--- config.mk ---
export PLATFORM = sky130hd
export DESIGN_NAME = pht_predictor
export DESIGN_NICKNAME = d
export VERILOG_FILES = /design/src/rtl/pht_predictor.sv
export SDC_FILE = /design/constraint.sdc
export NUM_CORES = 1
export LEC_CHECK = 0
export ABC_AREA = 1
export CAP_MARGIN = 30
export CORE_MARGIN = 8
export CORE_UTILIZATION = 58
export CTS_BUF_LIST = sky130_fd_sc_hd__clkbuf_8 sky130_fd_sc_hd__clkbuf_16
export DETAILED_ROUTE_END_ITERATION = 8
export MAX_ROUTING_LAYER = met4
export PLACE_DENSITY = 0.83
export SLEW_MARGIN = 20
export SYNTH_ARGS = -nofsm -noshare
export SYNTH_HDL_FRONTEND = slang
export SYNTH_SLANG_ARGS = --single-unit
export TNS_END_PERCENT = 5
--- constraint.sdc ---
create_clock -name clk -period 2.6 [get_ports clk]
set_input_delay 0.52 -clock clk [delete_from_list [all_inputs] [get_ports clk]]
set_output_delay 0.52 -clock clk [all_outputs]
set_load 0.01 [all_outputs]
--- src/rtl/pht_predictor.sv ---
// Global-history (gshare-style) pattern history table: 2-bit saturating counters
// indexed by PC XOR history, one registered prediction and one update per cycle.
module pht_predictor #(
    parameter int INDEX_WIDTH = 5,
    parameter int GHR_WIDTH   = 3
) (
    input  logic                   clk,
    input  logic                   rst,
    input  logic                   pred_req,
    input  logic [15:0]            pred_pc,
    output logic                   pred_valid,
    output logic                   pred_taken,
    output logic [INDEX_WIDTH-1:0] pred_index,
    input  logic                   upd_valid,
    input  logic [INDEX_WIDTH-1:0] upd_index,
    input  logic                   upd_taken,
    output logic [GHR_WIDTH-1:0]   ghr
);

    localparam int ENTRIES = 1 << INDEX_WIDTH;

    function automatic logic [1:0] ctr_next(input logic [1:0] ctr, input logic taken);
        if (taken)
            return (ctr == 2'b11) ? 2'b11 : ctr + 2'b01;
        else
            return (ctr == 2'b00) ? 2'b00 : ctr - 2'b01;
    endfunction

    function automatic logic [INDEX_WIDTH-1:0] hash_index(
        input logic [INDEX_WIDTH-1:0] pc_bits,
        input logic [GHR_WIDTH-1:0]   hist
    );
        return pc_bits ^ INDEX_WIDTH'(hist);
    endfunction

    logic [1:0]             r_pht [ENTRIES];
    logic [GHR_WIDTH-1:0]   r_ghr;
    logic                   r_pred_valid;
    logic                   r_pred_taken;
    logic [INDEX_WIDTH-1:0] r_pred_index;

    logic [INDEX_WIDTH-1:0] w_lookup_index;
    logic [1:0]             w_lookup_ctr;
    logic                   w_pc_unused;

    // Byte-offset bit and high PC bits do not participate in the hash.
    assign w_pc_unused    = ^{pred_pc[15:INDEX_WIDTH+1], pred_pc[0]};

    // Lookup reads current (pre-update) table and history: read-before-write.
    assign w_lookup_index = hash_index(pred_pc[INDEX_WIDTH:1], r_ghr);
    assign w_lookup_ctr   = r_pht[w_lookup_index];

    always_ff @(posedge clk or posedge rst) begin
        if (rst) begin
            for (int i = 0; i < ENTRIES; i++)
                r_pht[i] <= 2'b01;
        end else if (upd_valid) begin
            r_pht[upd_index] <= ctr_next(r_pht[upd_index], upd_taken);
        end
    end

    // History advances only when a branch resolves, never on prediction.
    always_ff @(posedge clk or posedge rst) begin
        if (rst)
            r_ghr <= '0;
        else if (upd_valid)
            r_ghr <= GHR_WIDTH'({r_ghr, upd_taken});
    end

    always_ff @(posedge clk or posedge rst) begin
        if (rst) begin
            r_pred_valid <= 1'b0;
            r_pred_taken <= 1'b0;
            r_pred_index <= '0;
        end else begin
            r_pred_valid <= pred_req;
            if (pred_req) begin
                r_pred_taken <= w_lookup_ctr[1];
                r_pred_index <= w_lookup_index;
            end
        end
    end

    assign pred_valid = r_pred_valid;
    assign pred_taken = r_pred_taken;
    assign pred_index = r_pred_index;
    assign ghr        = r_ghr;

endmodule

# ---- Yosys cells after proc, flatten, opt, wreduce, memory -nomap -nowiden
# Index checks and enable logic that the tools add are counted.
dict set report op_classes {
  magnitude_cmp 3
  add_sub_neg 2
  reduce_logical 2
  n_bitwise 3
  eq_ne 1
  muxes 13
}
# cell n
set ops {}
lappend ops {{$bwmux W64} 1}
lappend ops {{$bmux W2 S5} 2}
lappend ops {{$mux W2} 9}
lappend ops {{$ge A6 B6 Y1 const B} 2}
lappend ops {{$not A5 Y6} 2}
lappend ops {{$demux W2 S5} 1}
lappend ops {{$lt A6 B1 Y1 const B} 1}
lappend ops {{$xor A5 B3 Y5} 1}
lappend ops {{$add A2 B1 Y2 const B} 1}
lappend ops {{$eq A2 B2 Y1 const B} 1}
lappend ops {{$logic_not A2 Y1} 1}
lappend ops {{$sub A2 B1 Y2 const B} 1}
lappend ops {{$logic_and A1 B1 Y1} 1}
dict set report word_totals {
  wordCells 60
  input_bits 26
  ff_bits 74
  out_inout_bits 10
}

# ---- Depth between registers and ports, before layout
# Gate-level depths: netlist of run 1.
dict set report logic_depth {
  depth_word 9
  ltp_mapped 16
  depth_no_buf 14
}

# ---- Least setup slack after synthesis of run 1
# OpenSTA, ideal clock, no wires.
dict set report synth_path {
  path_kind {input to register}
  startpoint {input port upd_index[0]}
  endpoint {register r_pht[10] in the netlist's numbering}
  setup_ps 76
  t_required_ps 2524
  slack_ps 784
  arrival_time_ps 1740
  path_stages 15
  n_path_buf 3
  path_cell_list {buf_4 > buf_6 > nand2_1 > o21ai_0 > nand2_1 > nand2_1 > nand2_1 > nand2_1 > nor2_1 > nand3_1 > nand2_1 > nand2_2 > buf_4 > nand2_1 > nand2_1}
}
dict set report synth_between {
  elab_chain_cells 9
  elab_cells_between_ends 18
  classes_between {add/sub (2); order compare (2); eq/ne (1); mux (10); bitwise (1); reduce/logical (2)}
}
# element line
set synth_lines {}
lappend synth_lines {{from (decl)} 15} ;# input logic [INDEX_WIDTH-1:0] upd_index,
lappend synth_lines {{$not A5 Y6 (implied by the code) *} 58} ;# r_pht[upd_index] <= ctr_next(r_pht[upd_index], upd_taken);
lappend synth_lines {{$bmux W2 S5} 58}
lappend synth_lines {{$mux W2 (implied by the code) (2 in series)} 58}
lappend synth_lines {{$sub A2 B1 Y2 (tied with other cells)} 26} ;# return (ctr == 2'b00) ? 2'b00 : ctr - 2'b01;
lappend synth_lines {{$mux W2, on equally long branches} {26, 24}}
lappend synth_lines {{$mux W2} 23} ;# if (taken)
lappend synth_lines {{$mux W2} 57} ;# end else if (upd_valid) begin
lappend synth_lines {{$bwmux W64 *} 58}
lappend synth_lines {{to (signal, indexed assignment)} 58}
lappend synth_lines {{to (decl)} 36} ;# logic [1:0] r_pht [ENTRIES];
# Every way passes the cells marked *; elsewhere a longest branch is shown, timed or not. The select of a mux whose other input is x is not followed.
# A chain may end at the register's enable or synchronous reset.

# ---- Worst setup path after layout of run 1
dict set report layout_path {
  startpoint {input port upd_index[1]}
  endpoint {register r_pht[58] in the netlist's numbering}
}
# The elaborated chain is that of the path after synthesis.

==> key figures, run 1 <==
Run status
  • Status: finished clean

CTS
  • Root Buffer: clkbuf_8
  • CTS sink count: 74
  • CTS tree: built
  • Resized cells post-CTS: 0
  • Post-CTS Hold Buffers: 0
  • Worst-skew pair later-pin latency: 0.37 ns
  • Maximum clock insertion buffer count: 2
  • Reg clk slew, reported paths: 0.08 ns
  • Post-CTS setup buffer count: 0
  • H-Tree Depth: 3
  • Total CTS buffers: 9

Timing
  • Min cycle time layout: 2.23 ns
  • Slew Viols, Final: 0
  • Setup Total Neg Slack: 0 ns
  • Crit share post-route: 0.859
  • Final Hold Fails: 0
  • Tightest Pin Transition: 0.600 ns
  • RSZ-0062 raised after global routing: false
  • Fmax: 448 MHz
  • Post-Route Skew: 0.00833 ns
  • Slew HR: 0.597
  • Final setup violation count: 0

Worst setup path
  • Crit Path Max Fanout: 22
  • Worst Setup End Kind: flip-flop
  • Slowest stage delay, CP: 0.48 ns
  • Critical path buffers and inverters: 3
  • Top Family by Delay on Critical Path: buffers and inverters
  • CP startpoint kind: input pin
  • Most common cell on crit path: nand2_1
  • Crit path cell chain: clkdlybuf4s50_1 > inv_1 > nand2_1 > nand2_1 > nand2_1 > nand2_1 > nor2_1 > nand3_1 > nand2_1 > nand2_2 > buf_12 > nand2_1 > nand2_1
  • CP Class: in -> reg
  • Crit path DAT: 2.55 ns
  • Slowest CP cell: inv_1
  • Worst endpoint required time: 2.91 ns

Die
  • Die X: 102 um
  • Die Area: 10,500 um^2
  • Std-Cell Rows: 31
  • Num ports: 36
  • Placeable Area: 7210 um^2
  • Starting density of the core: 0.598
  • Die Y: 102 um

Power
  • Maximum vdd drop: 342 uV
  • Int Pwr: 2.20 mW
  • P per Cell Area: 649 nW/um^2
  • Leak: 2.57 nW
  • Sw Pwr: 1.02 mW
  • Register share of total power: 0.457
  • Logic pwr share: 0.227
  • Switching share of power: 0.317
  • Clock power share: 0.315

Finish
  • Ant diodes: 0
  • Synth-to-Final Area Change: 15.3%
  • Design Area, Final: 4970 um^2
  • Nets: 730
  • Layout cells sized above 1: 0.106
  • Non-Filler Instances: 808

Yosys
  • Synth top area cells: nand2_1 (32%), dfrtp_1 (24%), dfstp_2 (19%)
  • Commonest cells post-synth: nand2_1 (364), inv_1 (78), nand3_1 (53), dfrtp_1 (42), nor2_1 (39)
  • Post-synthesis cell count: 667
  • Yosys reg bits: 74
  • Area leader, netlist: nand2_1
  • Count leader, synth: nand2_1
  • Post-synth EDFFs: 0
  • Seq/Total Area, Yosys: 0.439
  • Synth async-reset ratio: 1.00
  • Synthesized area per cell: 6.47 um^2
  • Most used DFF post-synth: dfrtp_1
  • Post-synth net total: 693
  • Synth top area share: 0.317
  • Ys Warns: 0
  • Yosys cell types: 18
  • Synth Cell Area: 4310 um^2

Place
  • Port buffer count: 24
  • Placed cell count: 791
  • Post-DP Area: 4750 um^2
  • GP Congestion: 0.920
  • DPL Wire Length: 7860 um

Worst hold path
  • Min-delay worst type: reg -> reg

GRT
  • Vias in the first global route: 4,102
  • Gr ovfl total: 0
  • Total GRT Usage: 0.246
  • Largest net degree at the start of global routing: 75
  • First-pass GRT wire length: 19,400 um
  • Initial antenna violation count: 0

Routing
  • DRT Wirelength: 11,600 um
  • DRT antenna net count: 0
  • Via count: 4,232
  • Routed WL per cell: 14.3 um
  • Detailed Routing Iterations Pass 1: 5
  • Via density: 5.24
  • DRT iter0 DRCs: 344
  • DRC violations left: 0

Job
  • Max-cap violations: 0
==> layout by cell type, fill, tap and decap left out <==
cell | synthesis | routed
bufinv_16 | 0 | 2
xor2_1 | 1 | 1
xnor2_1 | 2 | 2
inv_1 | 78 | 77
o21ai_0 | 12 | 12
nand2_1 | 364 | 364
nand2_2 | 1 | 1
nor2_1 | 39 | 39
inv_6 | 0 | 3
clkbuf_8 | 0 | 9
nor3_1 | 9 | 9
clkinvlp_4 | 0 | 1
o211ai_1 | 10 | 10
nand3_1 | 53 | 53
inv_2 | 1 | 2
nand4_1 | 1 | 1
buf_4 | 5 | 21
clkdlybuf4s50_1 | 0 | 24
dfstp_2 | 32 | 32
clkbuf_2 | 0 | 1
dfrtp_1 | 42 | 42
buf_12 | 0 | 2
clkinv_2 | 0 | 1
==> cell type report <==
| type | instances | area, um^2 |
|---|---|---|
| sequential | 74 | 1890 |
| tap | 99 | 124 |
| timing repair buffer | 48 | 443 |
| clock buffer | 9 | 124 |
| multi-input combinational | 492 | 2000 |
| fill | 633 | 2240 |
| inverter | 79 | 297 |
| clock inverter | 7 | 98.8 |
==> flip-flops by register name (all words and copies together) (netlist names) <==
name and count:
ghr 3, pred_valid 1, pred_index 5, r_pht 64
pred_taken 1
==> cells by family after synthesis <==
group | share of synthesized area
AOI/OAI and AO/OA | 0.0313
xor gates and xnor gates | 0.00609
and+or+nand+nor | 0.425
buffers and inverters | 0.0986
DFF | 0.439
==> final timing paths <==
check	slack [ns]	to	depth (start not counted)	from
hold / removal	0.47	r_pht[28]$_DFFE_PP1P_	2	r_pht[28]$_DFFE_PP1P_
hold reg to reg	0.47	r_pht[28]$_DFFE_PP1P_	2	r_pht[28]$_DFFE_PP1P_
setup / recovery	0.37	r_pht[58]$_DFFE_PP1P_	13	upd_index[1]
max in group asynchronous	1.70	r_pht[28]$_DFFE_PP1P_	3	rst
min in group asynchronous	0.54	r_pht[47]$_DFFE_PP0P_	3	rst
setup reg to reg	0.74	pred_taken$_DFFE_PP0P_	8	ghr[1]$_DFFE_PP0P_
==> worst reg2reg max path, cell delays in order, from the launching register on <==
cell      delay, ns
dfrtp_1        0.44
xnor2_1        0.53
clkbuf_2       0.30
nand3_1        0.09
nand3_1        0.12
nand3_1        0.12
nand2_1        0.10
nand2_1        0.05
nand3_1        0.06
==> power groups by stage <==
stage / logic (mW) / clock network (mW) / registers (mW)
after floorplan: 0.462 / 0 / 1.47
after global placement: 0.702 / 0 / 1.48
after detailed placement: 0.720 / 0 / 1.49
after CTS: 0.726 / 1.03 / 1.47
after global routing: 0.825 / 1.08 / 1.49
final: 0.734 / 1.02 / 1.48
==> metal layers <==
| metal | share of wire | GRT usage | vias up |
|---|---|---|---|
| li1 | - | - | 2086 |
| met2 | 0.47 | 0.382 | 170 |
| met3 | 0.086 | 0.0572 | 28 |
| met5 | 0 | - | - |
| met1 | 0.42 | 0.293 | 1948 |
| met4 | 0.029 | 0.123 | 0 |
==> stage by stage <==
| step | setup WS [ns] | utilization | power (mW) | hold slack (ns) |
|---|---|---|---|---|
| after floorplan | 0.251 | - | 1.94 | 0.447 |
| after global placement | 0.0626 | 0.658 | 2.19 | 0.453 |
| after detailed placement | 0.0346 | 0.658 | 2.21 | 0.457 |
| after CTS | 0.398 | 0.689 | 3.23 | 0.471 |
| after global routing | 0.201 | 0.690 | 3.39 | 0.488 |
| final | 0.366 | 0.690 | 3.23 | 0.469 |
No activity file was read; power rests on OpenSTA's default activity.
==> run 2, diff against run 1 <==
Settings changed: HOLD_SLACK_MARGIN set to 0.06.
==> results of run 2 <==
Same layout as run 1: the final DEF is identical, and so are final timing and power.
==> run 3, diff against run 2 <==
Settings changed: ABC_CLOCK_PERIOD_IN_PS set to 2600, CTS_CLUSTER_DIAMETER set to 120.
==> results of run 3 <==
Same layout as run 1: the final DEF is identical, and so are final timing and power.
